$ cat src/rtl/mem_access_seq_pkg.sv
// Shared types and constants for the byte-serial data-memory access sequencer.
package mem_seq_pkg;

  localparam int unsigned NB = 4;

  // Size field encodes bytes minus one
  localparam logic [1:0] SZ_BYTE = 2'd0;
  localparam logic [1:0] SZ_HALF = 2'd1;
  localparam logic [1:0] SZ_WORD = 2'd3;

  typedef enum logic [1:0] {
    IDLE,
    ACCESS,
    DONE
  } state_t;

endpackage

$ cat src/rtl/mem_access_seq_if.sv
// Byte-wide data-memory port: base address + 2-bit offset, write enable, write/read data.
interface mem_access_seq_if #(
  parameter int unsigned W = 8,
  parameter int unsigned A = 8
);
  logic [A-1:0] MemAddress;
  logic [1:0]   MemOffset;
  logic         MemWriteEn;
  logic [W-1:0] MemWrData;
  logic [W-1:0] MemRdData;

  modport master (
    output MemAddress,
    output MemOffset,
    output MemWriteEn,
    output MemWrData,
    input  MemRdData
  );

  modport slave (
    input  MemAddress,
    input  MemOffset,
    input  MemWriteEn,
    input  MemWrData,
    output MemRdData
  );
endinterface

$ cat src/rtl/mem_access_seq.sv
// Turns one core load/store of 1-4 bytes into consecutive byte accesses on the
// memory's base+offset port; assembles/serialises little-endian words.
module mem_access_seq #(
  parameter int unsigned W  = 8,
  parameter int unsigned A  = 8,
  parameter int unsigned NB = 4
) (
  input  logic            Clk,
  input  logic            Reset,
  input  logic            Start,
  input  logic            Store,
  input  logic [A-1:0]    BaseAddr,
  input  logic [1:0]      Size,
  input  logic [W*NB-1:0] WrWord,
  output logic [W*NB-1:0] RdWord,
  output logic            Busy,
  output logic            Done,
  mem_access_seq_if.master mem
);
  import mem_seq_pkg::*;

  state_t          state_q, state_d;
  logic [1:0]      idx_q, idx_d;
  logic [A-1:0]    base_q, base_d;
  logic [1:0]      size_q, size_d;
  logic            store_q, store_d;
  logic [W*NB-1:0] word_q, word_d;
  logic [W*NB-1:0] rd_word_q, rd_word_d;

  always_ff @(posedge Clk) begin
    if (Reset) begin
      state_q   <= IDLE;
      idx_q     <= '0;
      base_q    <= '0;
      size_q    <= '0;
      store_q   <= 1'b0;
      word_q    <= '0;
      rd_word_q <= '0;
    end else begin
      state_q   <= state_d;
      idx_q     <= idx_d;
      base_q    <= base_d;
      size_q    <= size_d;
      store_q   <= store_d;
      word_q    <= word_d;
      rd_word_q <= rd_word_d;
    end
  end

  always_comb begin
    state_d   = state_q;
    idx_d     = idx_q;
    base_d    = base_q;
    size_d    = size_q;
    store_d   = store_q;
    word_d    = word_q;
    rd_word_d = rd_word_q;
    case (state_q)
      IDLE: begin
        if (Start) begin
          state_d = ACCESS;
          idx_d   = '0;
          base_d  = BaseAddr;
          size_d  = Size;
          store_d = Store;
          word_d  = WrWord;
          if (!Store) rd_word_d = '0;
        end
      end
      ACCESS: begin
        if (!store_q) rd_word_d[W*idx_q +: W] = mem.MemRdData;
        if (idx_q == size_q) begin
          state_d = DONE;
          idx_d   = '0;
        end else begin
          idx_d = idx_q + 2'd1;
        end
      end
      DONE:    state_d = IDLE;
      default: state_d = IDLE;
    endcase
  end

  // Memory side depends only on registered state, never on Start
  always_comb begin
    RdWord         = rd_word_q;
    Busy           = (state_q != IDLE);
    Done           = (state_q == DONE);
    mem.MemAddress = '0;
    mem.MemOffset  = '0;
    mem.MemWriteEn = 1'b0;
    mem.MemWrData  = '0;
    if (state_q == ACCESS) begin
      mem.MemAddress = base_q;
      mem.MemOffset  = idx_q;
      mem.MemWriteEn = store_q;
      if (store_q) mem.MemWrData = word_q[W*idx_q +: W];
    end
  end
endmodule

$ cat src/flat_wrapper.sv
// flat-port wrapper written by rule: the top's interface ports become plain ports
module mem_access_seq_flat import mem_seq_pkg::*;
#(
  parameter int unsigned W  = 8,
  parameter int unsigned A  = 8,
  parameter int unsigned NB = 4
)
  (Clk, Reset, Start, Store, BaseAddr, Size, WrWord, RdWord, Busy, Done, mem_MemAddress, mem_MemOffset, mem_MemWriteEn, mem_MemWrData, mem_MemRdData);
  mem_access_seq_if #(.W(W), .A(A)) mem_i ();
  input  logic Clk;
  input  logic Reset;
  input  logic Start;
  input  logic Store;
  input  logic [A-1:0] BaseAddr;
  input  logic [1:0] Size;
  input  logic [W*NB-1:0] WrWord;
  output logic [W*NB-1:0] RdWord;
  output logic Busy;
  output logic Done;
  output wire logic [$bits(mem_i.MemAddress)-1:0] mem_MemAddress;
  output wire logic [$bits(mem_i.MemOffset)-1:0] mem_MemOffset;
  output wire logic [$bits(mem_i.MemWriteEn)-1:0] mem_MemWriteEn;
  output wire logic [$bits(mem_i.MemWrData)-1:0] mem_MemWrData;
  input wire logic [$bits(mem_i.MemRdData)-1:0] mem_MemRdData;
  assign mem_MemAddress = mem_i.MemAddress;
  assign mem_MemOffset = mem_i.MemOffset;
  assign mem_MemWriteEn = mem_i.MemWriteEn;
  assign mem_MemWrData = mem_i.MemWrData;
  assign mem_i.MemRdData = mem_MemRdData;
  mem_access_seq #(.W(W), .A(A), .NB(NB)) u_core (.Clk(Clk), .Reset(Reset), .Start(Start), .Store(Store), .BaseAddr(BaseAddr), .Size(Size), .WrWord(WrWord), .RdWord(RdWord), .Busy(Busy), .Done(Done), .mem(mem_i));
endmodule
$ cat config.mk
export PLATFORM = sky130hd
export DESIGN_NAME = mem_access_seq_flat
export DESIGN_NICKNAME = d
export VERILOG_FILES = /design/src/rtl/mem_access_seq_pkg.sv /design/src/rtl/mem_access_seq_if.sv /design/src/rtl/mem_access_seq.sv /design/src/flat_wrapper.sv
export SDC_FILE = /design/constraint.sdc
export NUM_CORES = 1
export LEC_CHECK = 0
export CAP_MARGIN = 20
export CORE_MARGIN = 2
export CORE_UTILIZATION = 52
export CTS_CLUSTER_SIZE = 8
export DETAILED_ROUTE_END_ITERATION = 8
export HOLD_SLACK_MARGIN = 0.1
export PLACE_DENSITY = 0.86
export REMOVE_ABC_BUFFERS = 1
export SLEW_MARGIN = 20
export SYNTH_ARGS = -nofsm -noshare
export SYNTH_HDL_FRONTEND = slang
export SYNTH_SLANG_ARGS = --single-unit
$ cat constraint.sdc
create_clock -name Clk -period 6.25 [get_ports Clk]
set_clock_uncertainty 0.15 [all_clocks]
set_input_delay 1.875 -clock Clk [delete_from_list [all_inputs] [get_ports Clk]]
set_output_delay 1.875 -clock Clk [all_outputs]
set_load 0.02 [all_outputs]
==> results of run 1 <==
layout by cell type, fill, tap and decap left out, drive strengths merged, types with 10 or more instances in the layout:
master / Yosys / layout
clkbuf: 11 / 10
nand3: 32 / 32
dfxtp: 79 / 79
clkdlybuf4s50: 0 / 105
a21oi: 13 / 13
nor2: 44 / 44
nand2b: 25 / 25
mux2i: 59 / 59
and2: 12 / 12
nor2b: 10 / 10
registers in the layout (all words and copies together) (netlist names):
name and cells:
u_core.base_q 8, u_core.word_q 32, u_core.idx_q 2, u_core.store_q 1, u_core.size_q 2, u_core.state_q 2, u_core.RdWord 32
stage by stage:
step / cells / utilization (%) / cell area [um^2] / worst slack (ps) / hold WS (ps)
floorplan: 343 / - / 3590 / 1340 / 302
global placement: 551 / 67.3 / 4800 / 1840 / 306
finish: 567 / 70.0 / 4990 / 1430 / 320
global route: 567 / 70.0 / 4990 / 1230 / 347
CTS: 567 / 70.0 / 4990 / 1400 / 321
detailed placement: 551 / 67.3 / 4800 / 1800 / 310
per-layer routing:
| layer | up-vias | global-route usage, % | wire (um) |
|---|---|---|---|
| li1 | 1495 | - | - |
| met1 | 1484 | 27.6 | 3800 |
| met2 | 98 | 39.7 | 4410 |
| met3 | 8 | 5.82 | 530 |
| met4 | 0 | 8.14 | 87 |
| met5 | - | 0 | 0 |
critical path: stages, from the launching register on:
cell	delay (ps)
sky130_fd_sc_hd__dfxtp_1	620
sky130_fd_sc_hd__nor2b_2	920
sky130_fd_sc_hd__and3_1	300
sky130_fd_sc_hd__clkdlybuf4s50_1	610
cell type report:
type                       count  area, um^2
multi-input combinational    260        2000
sequential                    79        1580
timing repair buffer         109        1080
fill                         569        2140
inverter                       4        15.0
clock inverter                 6        61.3
tap                           99         124
clock buffer                  10         128
power by group through the flow:
stage | clock, mW | combinational, mW | sequential [mW]
2_1_floorplan | 0 | 0.103 | 0.559
6_report | 0.369 | 0.177 | 0.551
3_5_place_dp | 0 | 0.177 | 0.563
3_3_place_gp | 0 | 0.172 | 0.562
4_1_cts | 0.379 | 0.177 | 0.551
5_1_grt | 0.398 | 0.191 | 0.555
logic make-up (layout without fill, tap and decap cells):
| logic type | after synthesis | after routing | synth area share, % |
|---|---|---|---|
| XOR/XNOR | 2 | 2 | 0.464 |
| AND/OR/NAND/NOR | 153 | 153 | 24.0 |
| multiplexers | 67 | 67 | 20.4 |
| flip-flops | 79 | 79 | 41.9 |
| AO/OA/AOI/OAI | 33 | 33 | 6.17 |
| buffers and inverters | 35 | 129 | 5.40 |
| adder cells (fa/ha/maj) | 5 | 5 | 1.66 |
path summary, 6_finish.rpt:
check	start	end	slack [ps]	cells after the start
max	u_core.state_q[0]	mem_MemWrData[7]	1430	3
min	u_core.RdWord[18]	u_core.RdWord[18]	320	2
max reg2reg	u_core.idx_q[0]	u_core.RdWord[27]	3780	5
min reg2reg	u_core.RdWord[18]	u_core.RdWord[18]	320	2
==> run_results.csv, run 1 <==
group,metric,value,unit
outcome,status,"complete, no violations",
power_and_ir_drop,power.clock.fraction,33.6,%
synth,syn_inst,374,
sta,setup-tns-final,0,ps
clock_network,htreeDepth,3,
clock_network,ctsLongestPathBuffers,2,
synth,area_leader_netlist,"sky130_fd_sc_hd__dfxtp_1",
global_routing,grt_pass1_vias,3030,
clock_network,cts.hold.buffers_added,0,
synth,synthesis.yosys.warnings,0,
floorplan,placement_rows,31,
route,antenna_violating_nets_post_route,0,
placed_design,port_buffers,106,
sta,final-hold-violation-count,0,
global_routing,grt_pass1_wl,14100,um
synth,synthTopCellsByArea,"sky130_fd_sc_hd__dfxtp_1, sky130_fd_sc_hd__mux2i_1, sky130_fd_sc_hd__mux4_2",
final_layout,area_growth,32.3,%
worst_setup_path,timing.setup.critical_path_class,"flip-flop to primary output",
floorplan,floorplan.core_area,7140,um^2
clock_network,cts_tree,"done",
placed_design,routabilityCongestion,0.749,
global_routing,grt_max_degree,64,
sta,finalSetupViolCount,0,
worst_setup_path,worstSetupStartpointType,"flip-flop",
clock_network,cts.sink_count,79,
synth,number_of_flops_mapped_to_enable_cells_by_yosys,0,
clock_network,reg_clk_slew_reported_paths,80,ps
floorplan,die_width,89.2,um
power_and_ir_drop,worst_ir_drop_vdd,0.168,mV
synth,netlist_area,3770,um^2
power_and_ir_drop,leakage,1.88,nW
synth,most_numerous_cell_in_the_yosys_netlist,"sky130_fd_sc_hd__dfxtp_1",
synth,synthFlopType,"sky130_fd_sc_hd__dfxtp_1",
synth,postSynth.asyncResetShare,0,%
route,drt_first_pass_iters,4,
synth,ys_top_cells_by_count,"sky130_fd_sc_hd__dfxtp_1, sky130_fd_sc_hd__mux2i_1, sky130_fd_sc_hd__nor2_1, sky130_fd_sc_hd__nand3_1, sky130_fd_sc_hd__nand2b_1",
power_and_ir_drop,switching_power,290,uW
route,wirelength,8830,um
sta,slew_viol_final,0,
synth,synth-seq-cells,79,
power_and_ir_drop,switching_power_as_a_share_of_total_power,26.4,%
floorplan,chipHeight,89.2,um
route,wl_per_cell,15.6,um
route,detailedRoute.firstIterationViolations,128,
placed_design,hpwl,6240,um
floorplan,start_util,52.9,%
synth,ys_types,40,
worst_setup_path,cp_max_fo,29,
clock_network,tritoncts.num_buffers,9,
power_and_ir_drop,power_density,220,nW/um^2
power_and_ir_drop,power.combinational.fraction,16.1,%
floorplan,ioPinCount,107,
sta,timing.max_slew.rel_slack,30.1,%
power_and_ir_drop,seq_power_share,50.2,%
final_layout,antenna_cells_inserted,0,
synth,yosys.area.top_type_share,41.9,%
global_routing,overflow,0,
route,dr_total_vias,3085,
sta,min_period_over_period,77.1,%
floorplan,die_area,7960,um^2
sta,rsz0062_at_grt,"no",
global_routing,grt_antenna_before_repair,0,
worst_setup_path,cp_data_arrival_time,2790,ps
clock_network,insertion_delay,350,ps
sta,fmax,208,MHz
sta,worst-slew-pin-transition,1050,ps
sta,timing.final.crit_period,4820,ps
synth,postSynthAreaPerCell,10.1,um^2
power_and_ir_drop,intPower,807,uW
clock_network,clock_root_buffer_master,"sky130_fd_sc_hd__clkbuf_8",
global_routing,gr-usage-all-layers,22.9,%
worst_setup_path,end_kind,"primary output",
synth,ys_seq_area_share,41.9,%
worst_setup_path,cp_data_required_time,4220,ps
clock_network,postCtsSetupRepairBufs,0,
final_layout,final_nets,522,
flow_run,max_cap_viols,0,
min_path,min_path_type,"flip-flop to flip-flop",
route,route.detailed.drc,0,
power_and_ir_drop,post-layout-total-power,1.10,mW
route,drt-vias-per-instance,5.44,
final_layout,post_route_cells_drive_above_1_share,8.55,%
clock_network,post_cts_resized,0,
Power figures use the tool's default switching activity.
==> run 2: changes to the inputs <==
CORE_UTILIZATION = 43   (was 52)
PLACE_DENSITY = 0.76   (was 0.86)
clock period = 3.87 ns   (was 6.25 ns; I/O delays follow)
==> run_results.csv, run 2 (synthesis gave the netlist of run 1 again) <==
group,metric,value,unit
outcome,status,"complete, no violations",
global_routing,grt_max_degree,46,
sta,min_period_over_period,94.8,%
power_and_ir_drop,seq_power_share,51.1,%
clock_network,reg_clk_slew_reported_paths,80,ps
sta,rsz0062_at_grt,"no",
sta,timing.final.crit_period,3670,ps
route,wl_per_cell,15.2,um
power_and_ir_drop,power.combinational.fraction,17.2,%
global_routing,gr-usage-all-layers,18.3,%
global_routing,grt_pass1_wl,14300,um
global_routing,grt_antenna_before_repair,0,
sta,final_critical_path_setup_slack,201,ps
route,route.detailed.drc,0,
clock_network,htreeDepth,3,
floorplan,ioPinCount,107,
final_layout,final_nets,524,
final_layout,post_route_cells_drive_above_1_share,8.72,%
sta,slew_viol_final,0,
route,wirelength,8770,um
clock_network,cts.hold.buffers_added,0,
worst_setup_path,timing.setup.critical_path_class,"flip-flop to primary output",
route,antenna_violating_nets_post_route,0,
global_routing,overflow,0,
power_and_ir_drop,power_density,344,nW/um^2
placed_design,port_buffers,106,
sta,hold_ws,319,ps
power_and_ir_drop,worst_ir_drop_vdd,0.238,mV
power_and_ir_drop,intPower,1.26,mW
floorplan,start_util,43.7,%
final_layout,mostFrequentLayoutCells,"sky130_fd_sc_hd__clkdlybuf4s50_1, sky130_fd_sc_hd__dfxtp_1, sky130_fd_sc_hd__mux2i_1",
sta,final-hold-violation-count,0,
route,drt-vias-per-instance,5.15,
route,dr_total_vias,2978,
worst_setup_path,cp_data_arrival_time,2360,ps
sta,fmax,273,MHz
clock_network,clock_root_buffer_master,"sky130_fd_sc_hd__clkbuf_8",
floorplan,die_width,97.7,um
clock_network,tritoncts.num_buffers,9,
placed_design,routabilityCongestion,0.839,
final_layout,final_common_cell,"sky130_fd_sc_hd__clkdlybuf4s50_1",
route,detailedRoute.firstIterationViolations,99,
worst_setup_path,worstSetupStartpointType,"flip-flop",
sta,timing.max_slew.rel_slack,52.4,%
placed_design,preCtsSetupSlack,573,ps
min_path,min_path_type,"flip-flop to flip-flop",
clock_network,post_cts_resized,0,
floorplan,chipHeight,97.7,um
clock_network,cts.sink_count,79,
final_layout,fill_cells,752,
power_and_ir_drop,leakage,1.89,nW
placed_design,placed_cell_count,562,
power_and_ir_drop,post-layout-total-power,1.73,mW
clock_network,ctsLongestPathBuffers,2,
clock_network,postCtsSetupRepairBufs,0,
final_layout,area_growth,33.2,%
worst_setup_path,cp_max_fo,12,
final_layout,antenna_cells_inserted,0,
worst_setup_path,end_kind,"primary output",
floorplan,placement_rows,34,
clock_network,cts_tree,"done",
flow_run,max_cap_viols,0,
worst_setup_path,cp_data_required_time,2560,ps
sta,finalSetupViolCount,0,
clock_network,insertion_delay,340,ps
floorplan,die_area,9540,um^2
placed_design,hpwl,6100,um
final_layout,finalNonFillerCells,578,
power_and_ir_drop,switching_power_as_a_share_of_total_power,27.0,%
power_and_ir_drop,power.clock.fraction,31.7,%
global_routing,grt_pass1_vias,2945,
route,drt_first_pass_iters,4,
power_and_ir_drop,switching_power,466,uW
sta,worst-slew-pin-transition,713,ps
floorplan,floorplan.core_area,8640,um^2
run 2: cell count changes in the layout (fill, tap and decap cells not counted):
cell                        change
sky130_fd_sc_hd__bufinv_16      -1
sky130_fd_sc_hd__dfxtp_2        -1
sky130_fd_sc_hd__inv_6          +1
sky130_fd_sc_hd__buf_12         +2
sky130_fd_sc_hd__dfxtp_1        +1
sky130_fd_sc_hd__clkinv_4       -1
sky130_fd_sc_hd__clkbuf_8       +1
run 2: power groups by stage:
stage	combinational, mW	sequential [mW]	clock [mW]
2_1_floorplan	0.167	0.903	0
3_3_place_gp	0.292	0.901	0
3_5_place_dp	0.298	0.902	0
4_1_cts	0.299	0.884	0.560
5_1_grt	0.322	0.890	0.595
6_report	0.297	0.884	0.547
run 2: worst paths after layout:
check / end / depth (start not counted) / slack, ps / from
max: Done / 3 / 200 / u_core.state_q[1]
min: u_core.RdWord[19] / 2 / 320 / u_core.RdWord[19]
max reg2reg: u_core.RdWord[30] / 5 / 1460 / u_core.idx_q[1]
min reg2reg: u_core.RdWord[19] / 2 / 320 / u_core.RdWord[19]
run 2: area by class of cell:
| cell class | instances | area, um^2 | share of cell area (%) |
|---|---|---|---|
| clock buffers | 11 | 141 | 2.81 |
| flip-flops and latches | 79 | 1580 | 31.5 |
| well taps | 108 | 135 | 2.69 |
| clock inverters | 5 | 31.3 | 0.622 |
| inverters | 4 | 15.0 | 0.299 |
| repair buffers | 111 | 1120 | 22.2 |
| multi-input cells | 260 | 2000 | 39.9 |
run 2: routing by layer:
layer | vias up | track usage [%] | share of wire, %
met5 | - | 0 | 0
met4 | 0 | 4.91 | 0.89
met3 | 8 | 5.68 | 7.5
met2 | 101 | 28.5 | 45
met1 | 1375 | 24.6 | 47
li1 | 1494 | - | -
run 2: worst max-delay path: stages (launching register included):
cell and delay [ps]:
sky130_fd_sc_hd__dfxtp_1 760, sky130_fd_sc_hd__clkinv_1 410, sky130_fd_sc_hd__nor2_1 220, sky130_fd_sc_hd__clkdlybuf4s50_1 620
run 2: metrics by stage:
step / setup TNS, ps / util, % / area, um^2
after detailed placement: 0 / 56.2 / 4850
after CTS: 0 / 58.2 / 5030
final: 0 / 58.2 / 5030
after global routing: 0 / 58.2 / 5030
after global placement: 0 / 56.2 / 4850
after floorplan: -14350 / - / 3590
==> run 3: changes to the inputs <==
ABC_AREA = 0   (was default)
==> results of run 3 <==
Same layout as run 2: the final DEF is identical, and so are final timing and power.
